File: src/rtl/ldpc_pkg.sv
// Shared LDPC encoder constants: parallel group width, info-group counts per code rate.
package ldpc_pkg;

  localparam int GROUP_W      = 360;
  localparam int K_GROUPS_DEF = 90;
  localparam int K_GROUPS_MAX = 162;
  localparam int GRP_IDX_W    = $clog2(K_GROUPS_MAX);

  typedef enum logic [3:0] {
    RATE_1_4  = 4'd0,
    RATE_1_3  = 4'd1,
    RATE_2_5  = 4'd2,
    RATE_1_2  = 4'd3,
    RATE_3_5  = 4'd4,
    RATE_2_3  = 4'd5,
    RATE_3_4  = 4'd6,
    RATE_4_5  = 4'd7,
    RATE_5_6  = 4'd8,
    RATE_8_9  = 4'd9,
    RATE_9_10 = 4'd10
  } code_rate_e;

  // Kldpc/360 for the 64800-bit frame, indexed by code rate
  function automatic logic [GRP_IDX_W-1:0] k_groups_for(input code_rate_e rate);
    logic [GRP_IDX_W-1:0] k;
    case (rate)
      RATE_1_4:  k = GRP_IDX_W'(45);
      RATE_1_3:  k = GRP_IDX_W'(60);
      RATE_2_5:  k = GRP_IDX_W'(72);
      RATE_1_2:  k = GRP_IDX_W'(90);
      RATE_3_5:  k = GRP_IDX_W'(108);
      RATE_2_3:  k = GRP_IDX_W'(120);
      RATE_3_4:  k = GRP_IDX_W'(135);
      RATE_4_5:  k = GRP_IDX_W'(144);
      RATE_5_6:  k = GRP_IDX_W'(150);
      RATE_8_9:  k = GRP_IDX_W'(160);
      RATE_9_10: k = GRP_IDX_W'(162);
      default:   k = GRP_IDX_W'(K_GROUPS_DEF);
    endcase
    return k;
  endfunction

endpackage

File: src/rtl/ldpc_info_packer.sv
// Packs IN_W-bit info chunks (MSB first) into WIDTH-bit groups tagged with their
// index in the frame; one output holding register decouples the consumer.
module ldpc_info_packer
  import ldpc_pkg::*;
#(
  parameter int WIDTH    = GROUP_W,
  parameter int IN_W     = 8,
  parameter int K_GROUPS = K_GROUPS_DEF
) (
  input  logic                                             clk,
  input  logic                                             rst,
  input  logic [IN_W-1:0]                                  in_data,
  input  logic                                             in_valid,
  input  logic                                             in_sof,
  output logic                                             in_ready,
  output logic [WIDTH-1:0]                                 out_data,
  output logic [((K_GROUPS > 1) ? $clog2(K_GROUPS) : 1)-1:0] out_grp,
  output logic                                             out_last,
  output logic                                             out_valid,
  input  logic                                             out_ready,
  output logic                                             err_sync
);

  localparam int CHUNKS = WIDTH / IN_W;
  localparam int CNT_W  = (CHUNKS > 1) ? $clog2(CHUNKS) : 1;
  localparam int GRP_W  = (K_GROUPS > 1) ? $clog2(K_GROUPS) : 1;
  localparam int ASM_W  = (CHUNKS > 1) ? (WIDTH - IN_W) : IN_W;
  localparam logic [CNT_W-1:0] LAST_CHUNK = CNT_W'(CHUNKS - 1);
  localparam logic [GRP_W-1:0] LAST_GRP   = GRP_W'(K_GROUPS - 1);

  if ((IN_W < 1) || (WIDTH < IN_W) || ((WIDTH % IN_W) != 0)) begin : g_bad_width
    $error("ldpc_info_packer: WIDTH must be a non-zero multiple of IN_W");
  end

  logic                 rdy_en_r;
  logic [CNT_W-1:0]     chunk_cnt_r;
  logic [GRP_W-1:0]     grp_cnt_r;
  logic [ASM_W-1:0]     asm_r;

  logic                 accept_s;
  logic                 load_s;
  logic                 err_nxt_s;
  logic [CNT_W-1:0]     chunk_nxt_s;
  logic [GRP_W-1:0]     grp_nxt_s;
  logic [GRP_W-1:0]     load_grp_s;
  logic [ASM_W-1:0]     asm_nxt_s;
  logic [ASM_W-1:0]     asm_shift_s;
  logic [ASM_W-1:0]     asm_sof_s;
  logic [WIDTH-1:0]     load_word_s;

  function automatic logic [GRP_W-1:0] grp_next(input logic [GRP_W-1:0] g);
    logic [GRP_W-1:0] n;
    if (g == LAST_GRP) begin
      n = {GRP_W{1'b0}};
    end else begin
      n = g + GRP_W'(1);
    end
    return n;
  endfunction

  // Closing chunk may only enter when the holding register is free or being drained.
  assign in_ready  = rdy_en_r & ((chunk_cnt_r != LAST_CHUNK) | ~out_valid | out_ready);
  assign accept_s  = in_valid & in_ready;
  assign asm_sof_s = ASM_W'(in_data);

  if (CHUNKS == 1) begin : g_one_chunk
    assign load_word_s = in_data;
    assign asm_shift_s = asm_r;
  end else if (CHUNKS == 2) begin : g_two_chunk
    assign load_word_s = {asm_r, in_data};
    assign asm_shift_s = in_data;
  end else begin : g_multi_chunk
    assign load_word_s = {asm_r, in_data};
    assign asm_shift_s = {asm_r[ASM_W-IN_W-1:0], in_data};
  end

  // Next-state for chunk/group counters, assembly register and group load.
  always_comb begin
    chunk_nxt_s = chunk_cnt_r;
    grp_nxt_s   = grp_cnt_r;
    asm_nxt_s   = asm_r;
    load_s      = 1'b0;
    load_grp_s  = grp_cnt_r;
    err_nxt_s   = 1'b0;
    if (accept_s) begin
      if (in_sof) begin
        // A sof chunk restarts the frame; a pending partial group is discarded.
        err_nxt_s  = (chunk_cnt_r != {CNT_W{1'b0}});
        asm_nxt_s  = asm_sof_s;
        load_grp_s = {GRP_W{1'b0}};
        if (CHUNKS == 1) begin
          load_s      = 1'b1;
          chunk_nxt_s = {CNT_W{1'b0}};
          grp_nxt_s   = grp_next({GRP_W{1'b0}});
        end else begin
          chunk_nxt_s = CNT_W'(1);
          grp_nxt_s   = {GRP_W{1'b0}};
        end
      end else if (chunk_cnt_r == LAST_CHUNK) begin
        load_s      = 1'b1;
        chunk_nxt_s = {CNT_W{1'b0}};
        grp_nxt_s   = grp_next(grp_cnt_r);
      end else begin
        asm_nxt_s   = asm_shift_s;
        chunk_nxt_s = chunk_cnt_r + CNT_W'(1);
      end
    end else begin
      chunk_nxt_s = chunk_cnt_r;
      grp_nxt_s   = grp_cnt_r;
    end
  end

  // Assembly state and output holding register.
  always_ff @(posedge clk or posedge rst) begin
    if (rst) begin
      rdy_en_r    <= 1'b0;
      chunk_cnt_r <= {CNT_W{1'b0}};
      grp_cnt_r   <= {GRP_W{1'b0}};
      asm_r       <= {ASM_W{1'b0}};
      out_data    <= {WIDTH{1'b0}};
      out_grp     <= {GRP_W{1'b0}};
      out_last    <= 1'b0;
      out_valid   <= 1'b0;
      err_sync    <= 1'b0;
    end else begin
      rdy_en_r    <= 1'b1;
      chunk_cnt_r <= chunk_nxt_s;
      grp_cnt_r   <= grp_nxt_s;
      asm_r       <= asm_nxt_s;
      err_sync    <= err_nxt_s;
      if (load_s) begin
        out_data  <= load_word_s;
        out_grp   <= load_grp_s;
        out_last  <= (load_grp_s == LAST_GRP);
        out_valid <= 1'b1;
      end else if (out_ready) begin
        out_valid <= 1'b0;
      end else begin
        out_valid <= out_valid;
      end
    end
  end

endmodule

File: config.mk
export PLATFORM = sky130hd
export DESIGN_NAME = ldpc_info_packer
export DESIGN_NICKNAME = d
export VERILOG_FILES = /design/src/rtl/ldpc_pkg.sv /design/src/rtl/ldpc_info_packer.sv
export SDC_FILE = /design/constraint.sdc
export NUM_CORES = 2
export LEC_CHECK = 0
export ABC_AREA = 1
export BUFFER_PORTS_ARGS = -buffer_cell sky130_fd_sc_hd__buf_4
export CAP_MARGIN = 20
export CORE_MARGIN = 3
export CORE_UTILIZATION = 50
export DETAILED_ROUTE_END_ITERATION = 8
export GPL_ROUTABILITY_DRIVEN = 0
export PLACE_DENSITY = 0.71
export SETUP_SLACK_MARGIN = 0.05
export SYNTH_ARGS = -nofsm -noshare
export SYNTH_HDL_FRONTEND = slang
export SYNTH_SLANG_ARGS = --single-unit
File: constraint.sdc
create_clock -name clk -period 38 [get_ports clk]
set_input_delay 5.7 -clock clk [delete_from_list [all_inputs] [get_ports clk]]
set_output_delay 5.7 -clock clk [all_outputs]
set_load 0.05 [all_outputs]
==> qor.yml <==
floorplan:
  io_pins: 384
  initial_core_util_pct: 51.19
  die_y_um: 242.1
  fp-row-count: 85
  fp.dieW_um: 242.1
  dieArea_um2: 58620
  coreArea_um2: 54450
timing:
  rsz0062_at_grt: "false"
  setup_tns_ns: 0
  slew_headroom_pct: 21.48
  hold_violations: 0
  period_minus_slack_ns: 12.11
  max_freq_ghz: 0.08256
  skew_ns: 0.02426
  worst_pin_slew_ns: 1.178
  setup_violations: 0
  fin_crit_sh_pct: 31.88
  hold_slack_ns: 0.4693
  final-max-slew-violation-count: 0
clocking:
  post_cts_buffers: 0
  cts_root_buffer: "clkbuf_16"
  cts_buffers: 75
  cts_buffer_depth: 3
  hold_buffers: 0
  clk_latency_ns: 0.61
  post_cts_resized: 0
  cts_tree: "built"
  clkSinkCount: 736
  path_clk_slew_ns: 0.06
  htreeDepth: 3
logic_synthesis:
  syn_area_um2: 27870
  synth_cells: 3070
  synth_cell_type_count: 32
  syn_nets: 3087
  synthArstFlopShare_pct: 100.0
  yosysSeqAreaShare_pct: 66.07
  synth_edf_count: 0
  yosys_register_bits: 736
  syn_area_per_cell_um2: 9.080
  yosys_most_used_dff: "dfrtp_1"
  yosysWarnings: 0
setup_path:
  critPathMaxFanout: 3
  critPathMaxStageDelay_ns: 0.18
  start_kind: "input pin"
  crit_path_end_kind: "output port"
  worstSetupPathType: "in2out"
  crit_path_cell_trace: "buf_4 -> nor2_1 -> nand3_1 -> nand2_1 -> inv_1 -> buf_4"
  cpMostUsedCell: "buf_4"
  critPathSlowestCell: "buf_4"
  required_ns: 32.30
  cp.arrival_ns: 6.41
detailed_routing:
  via_per_inst: 5.042
  drt_wl_total_um: 68470
  via_count: 21070
  drt_first_iter_violations: 1722
  drtAntennaViolNets: 0
  firstDrtPassIters: 5
  post_drt_wl_per_cell_um: 16.39
  drc: 0
pwr:
  p_sw_uw: 336.4
  peakVddDrop_mv: 0.04169
  clock_power_share_pct: 47.9
  p_leak_nw: 19.24
  switching_share_pct: 21.15
  power_density_nw_per_um2: 47.47
  cellInternalPower_mw: 1.254
  p_comb_share_pct: 2.3
  sequentialPowerShare_pct: 49.8
final_layout:
  multi_input_area_um2: 8242
  fillers: 4539
  fin_nets: 3402
  regArea_um2: 18420
  drive_above_1_share_pct: 15.56
  syn2layout_area_growth_pct: 20.21
  diodes: 0
  postLayoutCoreUtil_pct: 61.53
global_route:
  grt_pass1_vias: 21250
  antenna_found_initial: 0
  track_usage_pct: 23.48
  grt_pass1_wl_um: 112700
  overflow: 0
  grt_max_degree: 229
outcome:
  status: "completed"
placement:
  dp_hpwl_um: 42490
  io_buffer_count: 383
flow_run:
  cap_violations: 0
hold_path:
  hold_class: "reg2reg"
power groups by stage:
stage	clock network (mW)	logic [mW]	registers (mW)
detailed placement	0	0.0379	0.807
floorplan	0	0.0270	0.807
global placement	0	0.0367	0.807
global route	0.807	0.0425	0.793
CTS	0.775	0.0381	0.793
finish	0.761	0.0367	0.793
final cells by class:
class | count | area share [%]
sequential | 736 | 54.97
timing repair buffer | 397 | 9.044
multi-input combinational | 2100 | 24.60
clock inverter | 23 | 0.7244
clock buffer | 108 | 6.979
inverter | 75 | 0.9298
tap | 739 | 2.760
cell usage after synthesis (3+ instances only):
cell / count / area, um^2
dfrtp_1: 736 / 18420
inv_2: 3 / 11.26
ha_1: 4 / 50.05
inv_1: 71 / 266.5
o21ai_0: 92 / 460.4
clkbuf_1: 41 / 153.9
buf_6: 26 / 292.8
nand2_1: 1919 / 7203
xor2_1: 4 / 35.03
buf_2: 75 / 375.4
o22ai_1: 35 / 219.0
nand3_1: 17 / 85.08
buf_4: 8 / 60.06
nor2_1: 8 / 30.03
buf_1: 7 / 26.28
worst max-delay path, delay by kind of cell:
kind / cells / cell delay (ns)
and+or+nand+nor: 3 / 0.36
buffers and inverters: 3 / 0.34
cells in the final DEF (no fill, tap or decap), types with 3 or more instances in the layout:
| cell type | n |
|---|---|
| o21ai_0 | 92 |
| inv_8 | 4 |
| dfrtp_1 | 736 |
| o22ai_1 | 35 |
| nor2_1 | 8 |
| clkinv_2 | 17 |
| clkbuf_1 | 6 |
| bufinv_16 | 5 |
| xor2_1 | 4 |
| nand3_1 | 17 |
| inv_1 | 69 |
| clkbuf_8 | 21 |
| clkbuf_16 | 81 |
| nor2_4 | 3 |
| ha_1 | 4 |
| nand2_1 | 1919 |
| buf_4 | 393 |
| buf_12 | 4 |
cell families (layout without fill, tap and decap cells):
kind of cell | count (synthesis) | in the layout | share of synthesized area (%)
AOI/OAI and AO/OA | 130 | 130 | 2.491
xor gates and xnor gates | 5 | 5 | 0.1571
adders and majority gates | 4 | 4 | 0.1796
buffers and inverters | 234 | 603 | 4.377
DFF | 736 | 736 | 66.07
other | 1 | 1 | 0.01345
and+or+nand+nor | 1960 | 1960 | 26.71
worst paths after layout:
| path | startpoint | to | slack, ns | cells past startpoint |
|---|---|---|---|---|
| setup / recovery | out_ready | in_ready | 25.89 | 6 |
| hold / removal | out_data[244] | out_data[244] | 0.47 | 2 |
| setup reg to reg | chunk_cnt_r[0] | asm_r[23] | 33.86 | 12 |
| hold reg to reg | out_data[244] | out_data[244] | 0.47 | 2 |
| max in group asynchronous | rst | asm_r[275] | 30.27 | 4 |
| min in group asynchronous | rst | out_data[316] | 5.30 | 2 |
per-stage QoR:
stage	worst slack (ns)	std cells	instance area [um^2]	power, mW
after floorplan	11.65	3070	27870	0.8340
after detailed placement	25.91	4047	30930	0.8449
final	25.89	4178	33510	1.591
after CTS	25.90	4178	33510	1.606
after global routing	25.85	4178	33510	1.642
after global placement	25.89	4047	30930	0.8435
state kept, by name (all words and copies together) (netlist names):
register     cells
asm_r          352
grp_cnt_r        7
err_sync         1
out_grp          7
out_valid        1
out_data       360
rdy_en_r         1
out_last         1
chunk_cnt_r      6
routing by layer:
layer | up-vias | track usage, % | share of wire, %
met1 | 10390 | 31.18 | 42
li1 | 9974 | - | -
met4 | 0 | 6.895 | 2.5
met2 | 578 | 38.11 | 49
met5 | - | 0 | 0
met3 | 122 | 6.486 | 7.2
No activity file was read; power rests on OpenSTA's default activity.
